==> src/rtl/attn_pkg.sv <==
// attn_pkg: precision encodings and helpers shared by the attention selectors and the A·V multiplier
package attn_pkg;
  typedef enum logic [1:0] {
    PREC_INT4 = 2'b00,
    PREC_INT8 = 2'b01,
    PREC_FP16 = 2'b10
  } prec_t;
  localparam int CYCLES_INT4 = 1;
  localparam int CYCLES_INT8 = 2;
  localparam int CYCLES_FP16 = 4;
  // 0x8000 maps to 32768, which still fits the unsigned 16-bit magnitude
  function automatic logic [15:0] abs16(input logic [15:0] x);
    return x[15] ? 16'(~x + 16'd1) : x;
  endfunction
endpackage

==> src/rtl/precision_classifier.sv <==
// precision_classifier: maps a column score onto INT4/INT8/FP16 with FP16 taking priority
module precision_classifier
  import attn_pkg::*;
#(
  parameter int SCORE_W = 19
) (
  input  logic [SCORE_W-1:0] score,
  input  logic [SCORE_W-1:0] thr_hi,
  input  logic [SCORE_W-1:0] thr_lo,
  output logic [1:0]         sel
);
  always_comb sel = score >= thr_hi ? PREC_FP16 : score >= thr_lo ? PREC_INT8 : PREC_INT4;
endmodule

==> src/rtl/attention_precision_select.sv <==
// attention_precision_select: scans A column by column, scores sum|A| and publishes per-column precision
module attention_precision_select
  import attn_pkg::*;
#(
  parameter int A_ROWS     = 8,
  parameter int NUM_COLS   = 8,
  parameter int WIDTH_FP16 = 16,
  parameter int SCORE_W    = WIDTH_FP16 + $clog2(A_ROWS)
) (
  input  logic                                 clk,
  input  logic                                 rst_n,
  input  logic                                 start,
  input  logic [A_ROWS*NUM_COLS*WIDTH_FP16-1:0] a_mem,
  input  logic [SCORE_W-1:0]                   thr_hi,
  input  logic [SCORE_W-1:0]                   thr_lo,
  output logic [2*NUM_COLS-1:0]                precision_sel,
  output logic [SCORE_W*NUM_COLS-1:0]          col_score,
  output logic                                 busy,
  output logic                                 done
);
  localparam int RW = A_ROWS > 1 ? $clog2(A_ROWS) : 1;
  localparam int CW = NUM_COLS > 1 ? $clog2(NUM_COLS) : 1;
  localparam logic [RW-1:0] ROW_LAST = RW'(A_ROWS - 1);
  localparam logic [CW-1:0] COL_LAST = CW'(NUM_COLS - 1);
  typedef enum logic [1:0] {IDLE, SCAN, CLASSIFY, DONE} state_t;
  state_t                      state;
  logic [RW-1:0]               row;
  logic [CW-1:0]               col;
  logic [SCORE_W-1:0]          acc, thr_hi_q, thr_lo_q;
  logic [2*NUM_COLS-1:0]       shadow_sel, next_sel;
  logic [SCORE_W*NUM_COLS-1:0] shadow_score, next_score;
  logic [WIDTH_FP16-1:0]       elems [A_ROWS][NUM_COLS];
  logic [1:0]                  cls_sel;
  genvar i, c;
  generate
    for (i = 0; i < A_ROWS; i++) begin : g_row
      for (c = 0; c < NUM_COLS; c++) begin : g_col
        assign elems[i][c] = a_mem[(i*NUM_COLS+c)*WIDTH_FP16 +: WIDTH_FP16];
      end
    end
  endgenerate
  precision_classifier #(.SCORE_W(SCORE_W)) u_cls (
    .score (acc),
    .thr_hi(thr_hi_q),
    .thr_lo(thr_lo_q),
    .sel   (cls_sel)
  );
  // the last column is merged in here so the commit edge sees a complete set
  always_comb begin
    next_sel = shadow_sel;
    next_score = shadow_score;
    next_sel[col*2 +: 2] = cls_sel;
    next_score[col*SCORE_W +: SCORE_W] = acc;
  end
  always_ff @(posedge clk or negedge rst_n) begin
    if (!rst_n) begin
      state         <= IDLE;
      row           <= '0;
      col           <= '0;
      acc           <= '0;
      thr_hi_q      <= '0;
      thr_lo_q      <= '0;
      shadow_sel    <= '0;
      shadow_score  <= '0;
      precision_sel <= {NUM_COLS{2'b10}};
      col_score     <= '0;
      busy          <= 1'b0;
      done          <= 1'b0;
    end else begin
      done <= 1'b0;
      case (state)
        IDLE: if (start) begin
          thr_hi_q <= thr_hi;
          thr_lo_q <= thr_lo;
          row      <= '0;
          col      <= '0;
          acc      <= '0;
          busy     <= 1'b1;
          state    <= SCAN;
        end
        SCAN: begin
          acc <= acc + SCORE_W'(abs16(elems[row][col]));
          if (row == ROW_LAST) state <= CLASSIFY;
          else row <= row + RW'(1);
        end
        CLASSIFY: begin
          shadow_sel   <= next_sel;
          shadow_score <= next_score;
          acc          <= '0;
          row          <= '0;
          if (col == COL_LAST) begin
            precision_sel <= next_sel;
            col_score     <= next_score;
            done          <= 1'b1;
            state         <= DONE;
          end else begin
            col   <= col + CW'(1);
            state <= SCAN;
          end
        end
        DONE: begin
          busy  <= 1'b0;
          state <= IDLE;
        end
        default: state <= IDLE;
      endcase
    end
  end
endmodule

==> config.mk <==
export PLATFORM = sky130hd
export DESIGN_NAME = attention_precision_select
export DESIGN_NICKNAME = d
export VERILOG_FILES = /design/src/rtl/attn_pkg.sv /design/src/rtl/precision_classifier.sv /design/src/rtl/attention_precision_select.sv
export SDC_FILE = /design/constraint.sdc
export NUM_CORES = 1
export LEC_CHECK = 0
export ABC_AREA = 1
export ABC_CLOCK_PERIOD_IN_PS = 6470
export CORE_AREA = 2 2 479 481
export DETAILED_ROUTE_END_ITERATION = 6
export DIE_AREA = 0 0 481 483
export PLACE_DENSITY_LB_ADDON = 0.15
export SYNTH_ARGS = -nofsm -noshare
export SYNTH_HDL_FRONTEND = slang
export SYNTH_HIERARCHICAL = 1
export SYNTH_SLANG_ARGS = --single-unit
==> constraint.sdc <==
create_clock -name clk -period 6.47 [get_ports clk]
set_clock_uncertainty 0.15 [all_clocks]
set_input_delay 0.9705 -clock clk [delete_from_list [all_inputs] [get_ports clk]]
set_output_delay 0.9705 -clock clk [all_outputs]
set_load 0.02 [all_outputs]
==> results of run 1 <==
-- per-stage QoR --
| step | instance area [µm²] | instances |
|---|---|---|
| 2_1_floorplan | 29400 | 4560 |
| 3_3_place_gp | 45000 | 8593 |
| 3_5_place_dp | 45000 | 8593 |
| 4_1_cts | 46700 | 8688 |
| 5_1_grt | 46800 | 8728 |
| 6_report | 46900 | 8769 |
-- final cells by class --
type                       count  area (µm²)
fill                       25905      180000
multi-input combinational   3609       16800
timing repair buffer        1360       13500
sequential                   403       10100
tap                         3009        3760
clock buffer                  83        1560
inverter                     212         838
antenna                       81         203
clock inverter                12         148
-- registers in the layout, indices dropped and copies added (netlist names) --
register	cells
acc	19
shadow_sel	16
shadow_score	152
col	3
precision_sel	16
busy	1
thr_lo_q	19
thr_hi_q	19
state	2
row	3
done	1
col_score	152
-- cell usage in the layout, fill, tap and decap left out, types with 18 or more instances in the layout --
cell type           n
dfrtp_1           389
buf_4             109
a21oi_1           112
mux2i_1            24
clkdlybuf4s50_1  1233
ha_1               63
mux2_2             38
o22ai_1            21
inv_1             204
clkbuf_1           18
nor2_1            361
nand3_1           672
diode_2            81
nand2_1          1620
o21ai_0           583
clkbuf_16          53
-- cell families (layout without fill, tap and decap cells) --
logic type	count (synthesis)	in the layout	synth area share [%]
AO/OA/AOI/OAI	775	775	13.9
XOR/XNOR	16	16	0.477
adder cells (fa/ha/maj)	64	64	2.75
buffers and inverters	548	1667	8.68
flip-flops	403	403	34.4
multiplexers	62	62	2.27
other	0	81	0
AND/OR/NAND/NOR	2692	2692	37.6
-- worst reg2reg max path, cell delays in order, from the launching register on --
cell	delay (ns)
dfrtp_4	0.68
inv_8	0.28
buf_12	0.39
o21ai_0	0.96
nand3_1	0.17
nand3_1	0.14
nand2_1	0.07
a21oi_1	0.24
nand2_1	0.24
nor2_1	0.14
nand2_1	0.07
o21ai_1	0.24
nand3_1	0.10
nand2_1	0.07
inv_1	0.05
ha_1	0.34
a21oi_1	0.23
o21ai_0	0.10
o21bai_1	0.19
a21boi_0	0.29
o21ai_0	0.18
buf_4	0.16
nor2_1	0.08
o22ai_1	0.08
-- layer usage --
metal | GRT usage [%] | up-vias | wire length [µm]
met5 | 0 | - | 312
met4 | 7.50 | 48 | 8280
met3 | 6.10 | 339 | 21200
met2 | 36.6 | 1473 | 126000
met1 | 29.6 | 17875 | 121000
li1 | - | 17184 | -
-- power groups by stage --
stage / registers, µW / clock network (µW) / logic, µW
floorplan: 3230 / 0 / 8120
global placement: 3590 / 0 / 15000
detailed placement: 3590 / 0 / 14900
CTS: 3550 / 3050 / 15000
global route: 3590 / 3140 / 16200
finish: 3520 / 2940 / 14800
-- worst paths after layout --
kind                                         end  slack [ns]  depth (start not counted)
max in group asynchronous            thr_hi_q[6]        4.63                          2
worst min register to register  shadow_score[25]        0.33                          2
worst max register to register           acc[14]        0.67                         23
worst max-delay path                     acc[14]        0.67                         23
worst min-delay path              col_score[138]        0.16                          1
min in group clk                shadow_score[25]        0.33                          2
==> summary.md, run 1 <==
| Metric | Value |
|---|---|
| Drt first pass iters | 6 |
| Clock share of power | 13.8% |
| Largest net degree at the start of global routing | 170 |
| Lkg Pwr | 0.0199 µW |
| Hold-fix buffers, CTS | 0 |
| Gr ovfl total | 0 |
| Synth async-reset ratio | 100% |
| CTS Buf Count | 53 |
| GRT Resource Usage Total | 22.9% |
| Kind of critical path | flop to flop |
| Cells along the critical path | inv_8, buf_12, o21ai_0, nand3_1, nand3_1, nand2_1, a21oi_1, nand2_1, nor2_1, nand2_1, o21ai_1, nand3_1, nand2_1, inv_1, ha_1, a21oi_1, o21ai_0, o21bai_1, a21boi_0, o21ai_0, buf_4, nor2_1, o22ai_1 |
| GP Congestion | between 1 and 1.5 |
| Max Slew Vio Count | 0 |
| CTS resizes | 0 |
| Post-route core utilization | 20.7% |
| Crit end category | flop |
| Prevailing post-synth register cell | dfrtp_1 |
| Worst IR Drop VDD | 265 µV |
| Max_cap viols | 0 |
| First-pass GRT wire length | 359000 µm |
| CTS H-tree depth | 2 |
| Port Buffer Count | 1234 |
| Core ar. | between 200000 and 250000 µm² |
| Rows | 175 |
| Post-DP HPWL | 228000 µm |
| Critical path startpoint | row[0] |
| Final ANT Viol Nets | 0 |
| Crit path max-delay family | compound AO/OA/AOI/OAI gates |
| DRT Wirelength | 276000 µm |
| DR vias | 36919 |
| Clock-pin transition on the worst setup and hold timing paths | 0.06 ns |
| NetSw | 12100 µW |
| Antenna violations before repair | roughly 170 |
| Total power | 21300 µW |
| YS warnings | 6 |
| Number of synthesized flops with an enable pin | 0 |
| DIE WIDTH | 481 µm |
| Avg Inst Size Synth | 6.44 µm² |
| CTS tree | yes |
| Slew HR | about 20% |
| Post-synth net total | 5689 |
| Top Ports | between 1000 and 1500 |
| Via/cell ratio | 4.21 |
| Switch share | a little under three fifths |
| Die area | 232000 µm² |
| CTS max path bufs | 3 |
| Crit-path slowest cell | o21ai_0 |
| Post-layout minimum cycle time | 5.80 ns |
| Top-area cell type share of the netlist area | 33.7% |
| Library cells used by synthesis | 48 |
| Reg2reg start | row[0] |
| Most common library cells after synthesis | nand2_1, nand3_1, o21ai_0, dfrtp_1, nor2_1 |
| Synth top area cells | dfrtp_1, nand2_1, nand3_1 |
| Residual DRC | 0 |
| Hold WC Path Type | input pin to asynchronous set/reset pin |
| Crit Path Max Fanout | 72 |
| Power Density | 453 nW/µm² |
| FMAX | roughly 0.17 GHz |
| Worst-Margin Slew | 1.18 ns |
| Setup violations, final | 0 |
| Skew-Pair Late Insertion Delay | 0.66 ns |
| Register share of total power | 16.5% |
| Hold Fails Final Rpt | 0 |
| RSZ-0062 raised after global routing | false |
| Vias in the first global route | 36760 |
| Worst Path Required | 6.82 ns |
| Crit path buf inv count | 4 |
| Startpoint types | flop |
| Chip height | 483 µm |
| Yosys reg bits | about 400 |
| Combinational fraction of design power | between 60% and 70% |
| Most used cell, CP | nand2_1 |
| TritonCTS Sinks | roughly 400 |
| Routed len/inst | 31.5 µm |
| Mapped Cells | 4560 |
| P_int | 9200 µW |
| Postcts setup bufs | 0 |
| Top-count cell post-synth | nand2_1 |
| Delay of the slowest critical-path stage | ~0.95 ns |
| Tcrit/Tclk final | between 80% and 90% |
| Area Growth Syn to Fin | 59.7% |
| Synth Cell Area | about 30000 µm² |
| # nets final | between 6000 and 7000 |
| Fin worst setup slack | 0.673 ns |
| Fraction of layout cells with a size suffix above 1 | 5.28% |
| Synth area leader | dfrtp_1 |
| CTS root buf | clkbuf_16 |
| Register area share after synthesis | 34.4% |
| Arr. time, crit path | 6.15 ns |
| Status | completed |
| Setup Slack @ Placement | 0.745 ns |
| Setup TNS | 0 ns |
| First DRT Iteration DRCs | 3158 |
| Starting Density | 12.9% |
| Worst hold slack | 0.160 ns |
(Power assumes the default switching activity.)
==> run 2: changes to the inputs <==
--- a/config.mk
+++ b/config.mk
@@ -6,7 +6,6 @@
 export NUM_CORES = 1
 export LEC_CHECK = 0
 export ABC_AREA = 1
-export ABC_CLOCK_PERIOD_IN_PS = 6470
 export CORE_AREA = 2 2 479 481
 export DETAILED_ROUTE_END_ITERATION = 6
 export DIE_AREA = 0 0 481 483
==> results of run 2 <==
Final layout, timing and power as in run 1 (identical DEF).
